File: config.mk
export PLATFORM = sky130hd
export DESIGN_NAME = cpu_ctrl_fsm
export DESIGN_NICKNAME = d
export VERILOG_FILES = /design/src/rtl/cpu_pkg.sv /design/src/rtl/cpu_decode.sv /design/src/rtl/cpu_ctrl_fsm.sv
export SDC_FILE = /design/constraint.sdc
export NUM_CORES = 1
export LEC_CHECK = 0
export CAP_MARGIN = 20
export CORE_MARGIN = 5
export CORE_UTILIZATION = 52
export CTS_CLUSTER_SIZE = 24
export DETAILED_ROUTE_END_ITERATION = 8
export PLACE_DENSITY = 0.87
export SLEW_MARGIN = 30
export SYNTH_ARGS = -nofsm -noshare
export SYNTH_HDL_FRONTEND = slang
export SYNTH_SLANG_ARGS = --single-unit
File: constraint.sdc
create_clock -name clk -period 5.22 [get_ports clk]
set_input_delay 0.783 -clock clk [delete_from_list [all_inputs] [get_ports clk]]
set_output_delay 0.783 -clock clk [all_outputs]
set_load 0.02 [all_outputs]
File: src/rtl/cpu_pkg.sv
// Shared types, instruction field positions and helpers for the 16-bit multi-cycle CPU.
package cpu_pkg;

    typedef enum logic [3:0] {
        OP_NOP  = 4'h0,
        OP_ADD  = 4'h1,
        OP_SUB  = 4'h2,
        OP_AND  = 4'h3,
        OP_OR   = 4'h4,
        OP_ADDI = 4'h5,
        OP_LD   = 4'h6,
        OP_ST   = 4'h7,
        OP_BEQ  = 4'h8,
        OP_JMP  = 4'h9,
        OP_HALT = 4'hF
    } opcode_e;

    typedef enum logic [2:0] {
        S_INIT   = 3'd0,
        S_FETCH  = 3'd1,
        S_DECODE = 3'd2,
        S_EXEC   = 3'd3,
        S_MEM    = 3'd4,
        S_WB     = 3'd5,
        S_HALT   = 3'd6
    } ctrl_state_e;

    typedef enum logic [2:0] {
        ALU_ADD = 3'd0,
        ALU_SUB = 3'd1,
        ALU_AND = 3'd2,
        ALU_OR  = 3'd3
    } alu_op_e;

    localparam int OP_HI  = 15;
    localparam int OP_LO  = 12;
    localparam int RD_HI  = 11;
    localparam int RD_LO  = 8;
    localparam int RS_HI  = 7;
    localparam int RS_LO  = 4;
    localparam int IMM_HI = 3;
    localparam int IMM_LO = 0;

    function automatic logic [15:0] sext4to16(input logic [3:0] v);
        return {{12{v[3]}}, v};
    endfunction

endpackage

File: src/rtl/cpu_decode.sv
// Opcode decoder: maps the instruction opcode to datapath selects and instruction-class flags.
module cpu_decode
    import cpu_pkg::*;
(
    input  logic [3:0] op,
    output logic [2:0] alu_op,
    output logic       alu_src_sel,
    output logic       rb_sel,
    output logic       writes_reg,
    output logic       is_mem,
    output logic       is_store,
    output logic       is_branch,
    output logic       is_jump,
    output logic       is_halt,
    output logic       is_illegal
);

    always_comb begin
        alu_op      = ALU_ADD;
        alu_src_sel = 1'b0;
        rb_sel      = 1'b0;
        writes_reg  = 1'b0;
        is_mem      = 1'b0;
        is_store    = 1'b0;
        is_branch   = 1'b0;
        is_jump     = 1'b0;
        is_halt     = 1'b0;
        is_illegal  = 1'b0;
        case (op)
            OP_NOP: ;
            OP_ADD: writes_reg = 1'b1;
            OP_SUB: begin
                alu_op     = ALU_SUB;
                writes_reg = 1'b1;
            end
            OP_AND: begin
                alu_op     = ALU_AND;
                writes_reg = 1'b1;
            end
            OP_OR: begin
                alu_op     = ALU_OR;
                writes_reg = 1'b1;
            end
            OP_ADDI: begin
                alu_src_sel = 1'b1;
                writes_reg  = 1'b1;
            end
            OP_LD: begin
                alu_src_sel = 1'b1;
                is_mem      = 1'b1;
                writes_reg  = 1'b1;
            end
            // Store data comes from rd, so read port B is steered to ir[11:8].
            OP_ST: begin
                alu_src_sel = 1'b1;
                rb_sel      = 1'b1;
                is_mem      = 1'b1;
                is_store    = 1'b1;
            end
            // BEQ compares rs with rd by subtracting and testing alu_zero.
            OP_BEQ: begin
                alu_op    = ALU_SUB;
                rb_sel    = 1'b1;
                is_branch = 1'b1;
            end
            OP_JMP:  is_jump = 1'b1;
            OP_HALT: is_halt = 1'b1;
            default: is_illegal = 1'b1;
        endcase
    end

endmodule

File: src/rtl/cpu_ctrl_fsm.sv
// Multi-cycle control unit: fetch/decode/exec/mem/wb sequencing, PC/IR ownership,
// memory handshake and register-file write strobe.
module cpu_ctrl_fsm
    import cpu_pkg::*;
#(
    parameter logic [15:0] RESET_PC     = 16'h0000,
    parameter bit          ILLEGAL_HALT = 1'b0
) (
    input  logic        clk,
    input  logic        rst_n,
    output logic        mem_req,
    output logic        mem_we,
    output logic [15:0] mem_addr,
    input  logic        mem_ready,
    input  logic [15:0] mem_rdata,
    input  logic [15:0] alu_result,
    input  logic        alu_zero,
    output logic [15:0] pc,
    output logic [15:0] ir,
    output logic [2:0]  alu_op,
    output logic        alu_src_sel,
    output logic        rb_sel,
    output logic        reg_we,
    output logic [15:0] wb_data,
    output logic        halted,
    output logic        illegal
);

    ctrl_state_e state, state_d;

    logic [15:0] pc_q, ir_q, addr_q, mdr_q, alu_q;
    logic        illegal_q;
    logic        sel_valid;

    logic [2:0] dec_alu_op;
    logic       dec_src, dec_rb, dec_wr, dec_mem, dec_st;
    logic       dec_br, dec_jmp, dec_halt, dec_ill;
    logic [3:0] imm4;

    assign imm4 = ir_q[IMM_HI:IMM_LO];

    cpu_decode u_decode (
        .op          (ir_q[OP_HI:OP_LO]),
        .alu_op      (dec_alu_op),
        .alu_src_sel (dec_src),
        .rb_sel      (dec_rb),
        .writes_reg  (dec_wr),
        .is_mem      (dec_mem),
        .is_store    (dec_st),
        .is_branch   (dec_br),
        .is_jump     (dec_jmp),
        .is_halt     (dec_halt),
        .is_illegal  (dec_ill)
    );

    always_ff @(posedge clk) begin
        if (!rst_n) state <= S_INIT;
        else        state <= state_d;
    end

    // Memory-side outputs depend on state and registers only; mem_ready steers state_d alone.
    always_comb begin
        state_d   = state;
        mem_req   = 1'b0;
        mem_we    = 1'b0;
        mem_addr  = 16'h0000;
        reg_we    = 1'b0;
        halted    = 1'b0;
        sel_valid = 1'b0;
        case (state)
            S_INIT: state_d = S_FETCH;
            S_FETCH: begin
                mem_req  = 1'b1;
                mem_addr = pc_q;
                if (mem_ready) state_d = S_DECODE;
            end
            S_DECODE: begin
                sel_valid = 1'b1;
                if (dec_halt)                        state_d = S_HALT;
                else if (dec_ill)                    state_d = ILLEGAL_HALT ? S_HALT : S_FETCH;
                else if (dec_wr || dec_mem || dec_br) state_d = S_EXEC;
                else                                 state_d = S_FETCH;
            end
            S_EXEC: begin
                sel_valid = 1'b1;
                if (dec_mem)     state_d = S_MEM;
                else if (dec_wr) state_d = S_WB;
                else             state_d = S_FETCH;
            end
            S_MEM: begin
                sel_valid = 1'b1;
                mem_req   = 1'b1;
                mem_we    = dec_st;
                mem_addr  = addr_q;
                if (mem_ready) state_d = dec_st ? S_FETCH : S_WB;
            end
            S_WB: begin
                sel_valid = 1'b1;
                reg_we    = 1'b1;
                state_d   = S_FETCH;
            end
            S_HALT:  halted  = 1'b1;
            default: state_d = S_INIT;
        endcase
    end

    always_ff @(posedge clk) begin
        if (!rst_n) begin
            pc_q      <= RESET_PC;
            ir_q      <= 16'h0000;
            addr_q    <= 16'h0000;
            mdr_q     <= 16'h0000;
            alu_q     <= 16'h0000;
            illegal_q <= 1'b0;
        end else begin
            case (state)
                S_FETCH: begin
                    if (mem_ready) begin
                        ir_q <= mem_rdata;
                        pc_q <= pc_q + 16'd1;
                    end
                end
                S_DECODE: begin
                    if (dec_jmp) pc_q <= {pc_q[15:12], ir_q[11:0]};
                    if (dec_ill) illegal_q <= 1'b1;
                end
                // Branch offset is relative to the pc already advanced past the BEQ.
                S_EXEC: begin
                    alu_q  <= alu_result;
                    addr_q <= alu_result;
                    if (dec_br && alu_zero) pc_q <= pc_q + sext4to16(imm4);
                end
                S_MEM: begin
                    if (mem_ready && !dec_st) mdr_q <= mem_rdata;
                end
                default: ;
            endcase
        end
    end

    assign pc          = pc_q;
    assign ir          = ir_q;
    assign illegal     = illegal_q;
    assign wb_data     = (dec_mem && !dec_st) ? mdr_q : alu_q;
    assign alu_op      = sel_valid ? dec_alu_op : ALU_ADD;
    assign alu_src_sel = sel_valid & dec_src;
    assign rb_sel      = sel_valid & dec_rb;

endmodule

==> results.ini <==
[global_routing]
groute.usage.overall_pct = 28.7
grt_antenna_before_repair = 0
grt_pass1_vias = 3878
gr-total-overflow = 0
grt_pass1_wl_mm = 20.2
grt_max_degree = 63

[floorplanning]
fp.coreArea_um2 = 7210
start_util_pct = 53.3
std_cell_rows = 31
die_area_um2 = 9220
pin_count = 110
die_w_um = 96.0
die-height_um = 96.0

[sta]
tightest_slew_ns = 0.821
rsz0062_at_grt = false
hold_viol = 0
fin_hold_ws_ns = 0.458
tns_ns = 0
period_needed_ns = 3.55
final-setup-viol-count = 0
period_share_pct = 68.0
relSlewSlack_pct = 45.1
finClkSkew_ns = 0.0101
slew_violations = 0
fmax_ghz = 0.282

[route]
ant_nets = 0
vias = 4227
first_iter_violations = 441
wl_per_cell_um = 18.5
drc_errors = 0
dr.pass1.iters = 5
via_per_inst = 6.11
wl_mm = 12.8

[finish]
fill_cells = 559
layout_common_cells = nand2_1 (124), clkdlybuf4s50_1 (108), dfxtp_1 (68)
multi_input_area_um2 = 2300
seq_area_um2 = 1360
nNetsFinal = 628
syn2layout_area_growth_pct = 34.3
final_common_cell = nand2_1
diodes = 0
drive_gt1_share_pct = 8.60

[yosys]
async_reset_ff_share_pct = 0
syn-instance-count = 507
synth_edf_count = 0
synthXorXnorAreaFrac_pct = 1.82
yosysWarnings = 0
synth_area_per_cell_um2 = 7.59
synthAdderAreaFrac_pct = 1.50
syn_nets = 547
synth_compound_area_share_pct = 21.7
ys_ff_latch = 68
syn_area_um2 = 3850
synth_ff_type = dfxtp_1
synth_simple_gate_area_share_pct = 27.2
synth_top_family_by_area = simple AND/OR/NAND/NOR gates
synthMuxAreaShare_pct = 6.54
seq_area_frac_synth_pct = 35.4
ys_types = 61

[critical_path]
crit_path_start_kind = flop
crit_type = reg2out
cp_max_fo = 16
reg2reg_from = state[0]
end_kind = primary output
cp_data_required_time_ns = 4.44
startpoint = ir[14]
cp.arrival_ns = 2.76
reg2regPathDepth = 11

[clock_network]
post_cts_buffers = 0
htreeDepth = 3
cts_tree = yes
ctsResizeCount = 0
tritoncts.num_buffers = 9
cts_root_buf = clkbuf_8
holdBufCountCts = 0
clock_latency_ns = 0.36
cts_buffer_depth = 2
clk_pin_slew_ns = 0.08
clock_sinks = 68

[power]
leakage_nw = 1.80
p_per_area_nw_per_um2 = 243
ir_drop_v = 0.000205

[worst_hold_path]
whs_path_depth = 2
hp-start = mdr_q[4]
hold_path_class = reg2reg

[run]
maxCapViolCount = 0

[run_status]
outcome = complete, no violations

[placement]
place.gp.congestion = 0.983
post-dp-hpwl_mm = 9.04
port_buffers = 108

synthesized netlist by cell type (2+ instances only):
library cell	number	share of area (%)
buf_6	2	0.59
a21o_1	3	0.59
nor2b_1	7	1.1
clkbuf_8	2	0.72
a31oi_1	3	0.49
nand2b_1	6	0.98
o211ai_1	2	0.39
o31ai_1	6	1.2
a311oi_1	2	0.46
o21ai_1	2	0.26
nor2_1	25	2.4
a22oi_1	3	0.59
a21oi_1	64	8.3
nand4_1	5	0.81
nor4_1	5	0.81
xor2_1	2	0.46
or2_2	2	0.33
and4b_1	2	0.52
nor4b_1	2	0.46
ha_1	3	0.98
mux2_2	17	5.0
and3_1	5	0.81
and2_1	2	0.33
o21a_1	2	0.39
a22o_1	17	3.9
dfxtp_1	68	35
nand4b_1	2	0.46
clkbuf_1	37	3.6
buf_4	2	0.39
xnor2_1	6	1.4
mux2i_1	6	1.6
nor3_1	13	1.7
or3_1	3	0.49
nor3b_1	2	0.39
a221oi_1	2	0.46
nand3_1	10	1.3
inv_1	4	0.39
o21ai_0	15	2.0
nand2_1	124	12
final timing paths:
check	to	slack [ns]
setup reg to reg	pc[14]	1.68
setup / recovery	wb_data[6]	1.67
hold / removal	mdr_q[4]	0.46
hold reg to reg	mdr_q[4]	0.46
critical path, stage by stage (launching register included):
cell and delay, ns:
dfxtp_1 0.55, nand2_1 0.21, nor3_4 0.67, mux2_2 0.43
clkdlybuf4s50_1 0.54
flip-flops by register name, indices dropped and copies added, names as in the netlist:
| register | flops |
|---|---|
| mdr_q | 16 |
| ir | 16 |
| state | 3 |
| illegal | 1 |
| alu_q | 16 |
| pc | 16 |
power breakdown:
group	switching (mW)	internal, mW	total, mW
Sequential	0.0242	0.530	0.554
Clock	0.225	0.321	0.546
Combinational	0.0834	0.0722	0.156
metal layers:
metal	vias to the layer above	track usage [%]	wire length [um]	share of wire [%]
met5	-	0	0	0
met4	0	11.5	347	2.7
met3	29	4.69	1090	8.5
met2	247	45.1	6300	49
met1	2018	39.3	5080	40
li1	1933	-	-	-
cells by family (layout without fill, tap and decap cells):
kind of cell | Yosys count | count (layout)
simple gates | 224 | 224
compound gates | 131 | 131
flops | 68 | 68
buf+inv | 48 | 134
mux | 23 | 23
xor+xnor | 8 | 8
fa+ha+maj | 4 | 4
other cells | 1 | 1
stage by stage:
| stage | util (%) | cell area [um^2] | std cells | power (mW) | setup WS, ns |
|---|---|---|---|---|---|
| floorplan | - | 3850 | 507 | 0.641 | 2.26 |
| global placement | 67.9 | 4900 | 676 | 0.712 | 1.83 |
| detailed placement | 68.1 | 4910 | 676 | 0.716 | 1.78 |
| CTS | 71.5 | 5160 | 692 | 1.25 | 1.59 |
| global route | 71.6 | 5170 | 692 | 1.29 | 1.39 |
| finish | 71.6 | 5170 | 692 | 1.26 | 1.67 |
final cells by class:
type,instances,area share [%]
multi-input cells,391,44.4
flip-flops and latches,68,26.4
repair buffers,113,21.7
clock buffers,9,2.40
well taps,99,2.40
clock inverters,7,2.35
inverters,5,0.412
Power figures use the tool's default switching activity.
